### config.mk
export PLATFORM = sky130hd
export DESIGN_NAME = instr_fetch_seq
export DESIGN_NICKNAME = d
export VERILOG_FILES = /design/src/rtl/arch_defs_pkg.sv /design/src/rtl/program_counter.sv /design/src/rtl/instr_fetch_seq.sv
export SDC_FILE = /design/constraint.sdc
export NUM_CORES = 1
export LEC_CHECK = 0
export CAP_MARGIN = 20
export CORE_UTILIZATION = 40
export CTS_CLUSTER_SIZE = 12
export DETAILED_ROUTE_END_ITERATION = 8
export GPL_TIMING_DRIVEN = 0
export PLACE_DENSITY = 0.85
export REMOVE_ABC_BUFFERS = 1
export SYNTH_ARGS = -nofsm -noshare
export SYNTH_HDL_FRONTEND = slang
export SYNTH_SLANG_ARGS = --single-unit
### constraint.sdc
create_clock -name clk -period 1.8 [get_ports clk]
set_input_delay 0.54 -clock clk [delete_from_list [all_inputs] [get_ports clk]]
set_output_delay 0.54 -clock clk [all_outputs]
set_load 0.05 [all_outputs]
### src/rtl/arch_defs_pkg.sv
// Shared definitions for the instruction fetch block: FSM state encoding
// and the default reset vector.
package arch_defs_pkg;

  // Address the fetcher starts from after reset unless overridden.
  localparam logic [15:0] DEFAULT_RESET_VECTOR = 16'hF000;

  // Fetch sequencer states.
  typedef enum logic [1:0] {
    IDLE       = 2'd0,
    FETCH_OP   = 2'd1,
    FETCH_OPND = 2'd2,
    DONE       = 2'd3
  } fetch_state_t;

  // True in the states that own the memory read port.
  function automatic logic is_fetch(input fetch_state_t s);
    return (s == FETCH_OP) || (s == FETCH_OPND);
  endfunction

endpackage

### src/rtl/program_counter.sv
// Program counter: synchronous load (jump) with priority over increment.
// Increment wraps naturally modulo 2^ADDR_WIDTH.
module program_counter
  import arch_defs_pkg::*;
#(
  parameter int                    ADDR_WIDTH   = 16,
  parameter logic [ADDR_WIDTH-1:0] RESET_VECTOR = ADDR_WIDTH'(DEFAULT_RESET_VECTOR)
) (
  input  logic                  clk,
  input  logic                  reset_n,
  input  logic                  load,
  input  logic [ADDR_WIDTH-1:0] load_val,
  input  logic                  inc,
  output logic [ADDR_WIDTH-1:0] pc
);

  // PC register: reset vector, then load beats increment.
  always_ff @(posedge clk or negedge reset_n) begin
    if (!reset_n) begin
      pc <= RESET_VECTOR;
    end else if (load) begin
      pc <= load_val;
    end else if (inc) begin
      pc <= pc + ADDR_WIDTH'(1);
    end
  end

endmodule

### src/rtl/instr_fetch_seq.sv
// Instruction fetch sequencer: reads an opcode byte, asks the decoder how
// many operand bytes follow, reads those into a little-endian operand word,
// then presents the complete instruction to the consumer.
//
// Handshakes:
//   memory   - mem_req_o/mem_addr_o are held stable while mem_req_o is high;
//              a byte transfers on a rising edge where mem_req_o and mem_ack_i
//              are both 1. mem_ack_i is ignored while mem_req_o is 0.
//   consumer - instr_valid_o/opcode_o/operand_o are held stable while
//              instr_valid_o is high; the instruction transfers on a rising
//              edge where instr_valid_o and instr_ready_i are both 1.
module instr_fetch_seq
  import arch_defs_pkg::*;
#(
  parameter int                    ADDR_WIDTH     = 16,
  parameter int                    DATA_WIDTH     = 8,
  parameter int                    MAX_OPND_BYTES = 2,
  parameter logic [ADDR_WIDTH-1:0] RESET_VECTOR   = ADDR_WIDTH'(DEFAULT_RESET_VECTOR),
  localparam int                   OPND_WIDTH     = DATA_WIDTH * MAX_OPND_BYTES,
  localparam int                   CNT_WIDTH      = $clog2(MAX_OPND_BYTES + 1)
) (
  input  logic                  clk,
  input  logic                  reset_n,
  input  logic                  start_i,
  input  logic                  halt_i,
  input  logic                  pc_load_i,
  input  logic [ADDR_WIDTH-1:0] pc_load_val_i,
  output logic                  mem_req_o,
  output logic [ADDR_WIDTH-1:0] mem_addr_o,
  input  logic                  mem_ack_i,
  input  logic [DATA_WIDTH-1:0] mem_rdata_i,
  input  logic [CNT_WIDTH-1:0]  opnd_cnt_i,
  output logic [DATA_WIDTH-1:0] opcode_o,
  output logic [OPND_WIDTH-1:0] operand_o,
  output logic [ADDR_WIDTH-1:0] pc_o,
  output logic                  instr_valid_o,
  input  logic                  instr_ready_i,
  output logic                  busy_o,
  output fetch_state_t          dbg_state_o
);

  localparam logic [CNT_WIDTH-1:0] MAX_CNT = CNT_WIDTH'(MAX_OPND_BYTES);

  fetch_state_t         state;
  logic [CNT_WIDTH-1:0] idx;
  logic [CNT_WIDTH-1:0] count;
  logic [CNT_WIDTH-1:0] idx_nxt;
  logic [CNT_WIDTH-1:0] cnt_clamped;
  logic                 mem_fire;
  logic                 pc_load_en;

  // Status outputs decode straight from the state register, so they can
  // only change on a clock edge (or reset) and never glitch.
  assign mem_req_o     = is_fetch(state);
  assign mem_addr_o    = pc_o;
  assign instr_valid_o = (state == DONE);
  assign busy_o        = (state != IDLE);
  assign dbg_state_o   = state;

  // A byte is consumed only when the request is actually outstanding.
  assign mem_fire = mem_req_o & mem_ack_i;

  // Jumps are accepted only while no fetch is in progress.
  assign pc_load_en = pc_load_i & ((state == IDLE) || (state == DONE));

  // Decoder may report more bytes than the operand register holds; clamp.
  assign cnt_clamped = (opnd_cnt_i > MAX_CNT) ? MAX_CNT : opnd_cnt_i;
  assign idx_nxt     = idx + CNT_WIDTH'(1);

  program_counter #(
    .ADDR_WIDTH   (ADDR_WIDTH),
    .RESET_VECTOR (RESET_VECTOR)
  ) u_pc (
    .clk      (clk),
    .reset_n  (reset_n),
    .load     (pc_load_en),
    .load_val (pc_load_val_i),
    .inc      (mem_fire),
    .pc       (pc_o)
  );

  // Fetch FSM with the opcode/operand capture registers.
  always_ff @(posedge clk or negedge reset_n) begin
    if (!reset_n) begin
      state     <= IDLE;
      opcode_o  <= '0;
      operand_o <= '0;
      idx       <= '0;
      count     <= '0;
    end else begin
      case (state)
        IDLE: begin
          if (start_i && !halt_i) state <= FETCH_OP;
        end
        FETCH_OP: begin
          if (mem_ack_i) begin
            opcode_o  <= mem_rdata_i;
            operand_o <= '0;
            idx       <= '0;
            count     <= cnt_clamped;
            state     <= (cnt_clamped == '0) ? DONE : FETCH_OPND;
          end
        end
        FETCH_OPND: begin
          if (mem_ack_i) begin
            for (int b = 0; b < MAX_OPND_BYTES; b++) begin
              if (idx == CNT_WIDTH'(b)) operand_o[b*DATA_WIDTH +: DATA_WIDTH] <= mem_rdata_i;
            end
            idx <= idx_nxt;
            if (idx_nxt == count) state <= DONE;
          end
        end
        DONE: begin
          if (instr_ready_i) state <= halt_i ? IDLE : FETCH_OP;
        end
        default: state <= IDLE;
      endcase
    end
  end

endmodule

==> results.tsv <==
metric	value	unit
run status	finished with violations	
violated checks	setup timing	
first-pass GRT wire length	9180	um
post-route fraction of the period consumed by the critical path	102	%
number of buffers added by the clock tree synthesis step	5	
largest fanout on the critical path	7	
# rows	28	
total count of max-transition violations in the final report	0	
post-cts hold buffer count	0	
type of the tightest min-delay check	in -> async	
Initial Util	41.5	%
cell accounting for the most synthesized area	sky130_fd_sc_hd__dfrtp_1	
beginning of the critical path	dbg_state_o[0]	
highest metal layer used by the detailed router	met4	
Ys Warns	0	
Critical Path Sink Type	primary output	
total instance count after detailed placement	372	
critical path type	reg -> out	
setup slack after layout	-0.0343	ns
number of fill cells in the layout	533	
sequential area share after synthesis	46.8	%
core area	5960	um^2
#FFs+latches synth	46	
routed wire length on met2	2860	um
clock buffer depth	2	
number of nets at the end of the flow	357	
post-synthesis area per instance	10.9	um^2
Routed met3 length	261	um
largest net degree at the start of global routing	27	
CTS tree	yes	
number of design-rule violations left by the first detailed-router iteration	84	
unrepaired setup endpoints after global routing	true	
number of antenna violations at the first check in global routing	0	
number of detailed-route iterations in the first pass	4	
number of flops mapped to enable cells by yosys	0	
Fmax	545	MHz
depth of the CTS H-tree	2	
worst rel slew slack	64.8	%
DRC Markers	0	
post-layout utilization of the core	60.3	%
fraction of layout cells with a size suffix above 1	34.9	%
I/O pin count	94	
number of global-route vias before repair	1839	
gate count after technology mapping	226	
cells taking the most area after synthesis	sky130_fd_sc_hd__dfrtp_1, sky130_fd_sc_hd__mux2_2, sky130_fd_sc_hd__buf_4	
primary flip-flop cell chosen by synthesis mapping	sky130_fd_sc_hd__dfrtp_1	
clock-pin slew of the registers on the worst-case setup and hold paths	0.08	ns
Die Span X	80.6	um
r2r worst-path depth	7	
worst reg2reg path startpoint	dbg_state_o[0]	
area grow syn2layout	45.4	%
most frequent standard cell in the layout excluding fill and tap cells	sky130_fd_sc_hd__dfrtp_1	
top library cells by usage in the layout, fill and taps aside	sky130_fd_sc_hd__dfrtp_1, sky130_fd_sc_hd__clkdlybuf4s50_1, sky130_fd_sc_hd__mux2_2	
die area	6500	um^2
met1 wire length	2450	um
Max Clock Skew	0.00406	ns
required arrival time at the worst endpoint	1.26	ns
worst setup slack after placement	-0.722	ns
Slew @ Worst Pin	0.529	ns
arrival time worst endpoint	1.29	ns
Worst R2R End	operand_o[11]	
DR WL/cell	14.3	um
number of maximum-capacitance constraint violations	0	
number of vias per cell	5.02	
total global routing track utilization	18.6	%
Hold Violations, Final	0	
Critical path destination	mem_req_o	
Register-to-Register Setup Slack	0.06	ns
non-filler instance count after layout	393	
minimum clock period	1.83	ns
count of buffers from port buffering	93	
Post-DP HPWL	4020	um
ys async rst share	100	%
height of the die	80.6	um
via count	1971	
post-synth top area share	42.5	%
diodes inserted	0	
total clock sinks	46	
unique cell type count in the Yosys netlist	39	
endpoints failing setup	1	
Final GP Congestion	0.781	
netlist area before placement	2470	um^2
antenna-violating nets left	0	
drt total wl	5610	um
clock latency of the later-clocked register in the worst-skew pair	0.29	ns
cell at the root of the clock tree	sky130_fd_sc_hd__clkbuf_8	
global route total overflow	0	
Critical Path Start Type	flip-flop	
[synthesized netlist by cell type, types with 5 or more instances]
master                    count
sky130_fd_sc_hd__inv_1       10
sky130_fd_sc_hd__buf_4       18
sky130_fd_sc_hd__o21ai_0     11
sky130_fd_sc_hd__mux2_2      26
sky130_fd_sc_hd__ha_1         7
sky130_fd_sc_hd__nand2_1     18
sky130_fd_sc_hd__a21oi_1      6
sky130_fd_sc_hd__dfrtp_1     42
sky130_fd_sc_hd__xnor2_1     11
sky130_fd_sc_hd__nor2_1      11
sky130_fd_sc_hd__and2_1      10
sky130_fd_sc_hd__nand4_1      5
[state kept, by name, indices dropped and copies added, names as in the netlist]
| name | cells |
|---|---|
| operand_o | 16 |
| u_pc.pc | 16 |
| count | 2 |
| dbg_state_o | 2 |
| idx | 2 |
| opcode_o | 8 |
[timing repair]
item | CTS | global route
resized for setup | 167 | 25
setup buffers | 3 | 10
setup endpoints to repair | 103 | 42
pin swaps | 3 | 2
endpoints found under the hold margin | 0 | 0
[per-stage QoR]
step / hold slack, ns / cell area, um^2 / TNS, ns
6_report: 0.215 / 3590 / -0.0343
5_1_grt: 0.235 / 3590 / -0.474
4_1_cts: 0.221 / 3540 / -0.125
3_5_place_dp: 0.491 / 3360 / -25.55
3_3_place_gp: 0.473 / 3340 / -72.49
2_1_floorplan: 0.244 / 2310 / -15.81
[final cells by class]
type | count | area [um^2] | share of cell area [%]
multi-input combinational | 146 | 1180 | 32.9
tap | 75 | 93.8 | 2.61
clock buffer | 6 | 72.6 | 2.02
sequential | 46 | 1160 | 32.2
clock inverter | 2 | 37.5 | 1.04
inverter | 10 | 37.5 | 1.04
timing repair buffer | 108 | 1010 | 28.2
[worst min-delay path by stage]
stage,from,end,slack [ns]
after floorplan,reset_n,count[0],0.24
after global placement,idx[1],idx[1],0.47
after detailed placement,count[0],count[0],0.49
after CTS,reset_n,count[1],0.22
after global routing,reset_n,u_pc.pc[7],0.24
final,reset_n,u_pc.pc[11],0.22
[worst max-delay path, cell delays in order, from the launching register on]
cell and delay, ns:
sky130_fd_sc_hd__dfrtp_1 0.41, sky130_fd_sc_hd__inv_2 0.09, sky130_fd_sc_hd__ha_4 0.34, sky130_fd_sc_hd__buf_8 0.16
[routing by layer]
layer  vias up  global-route usage [%]
met5         -                       0
met4         0                    4.29
met3         6                    3.86
met2        67                    30.9
met1       937                    24.6
li1        961                       -
[cell families (layout without fill, tap and decap cells)]
family,after synthesis,after routing,synth area share (%)
and+or+nand+nor,66,66,16.4
DFF,46,46,46.8
buffers and inverters,34,126,8.00
AOI/OAI and AO/OA,33,33,8.35
muxes,28,28,12.7
xor gates and xnor gates,12,12,4.25
adders and majority gates,7,7,3.54
Power is not shown: default switching activity piles up to over one toggle a cycle in this logic, so the estimate is an artifact.
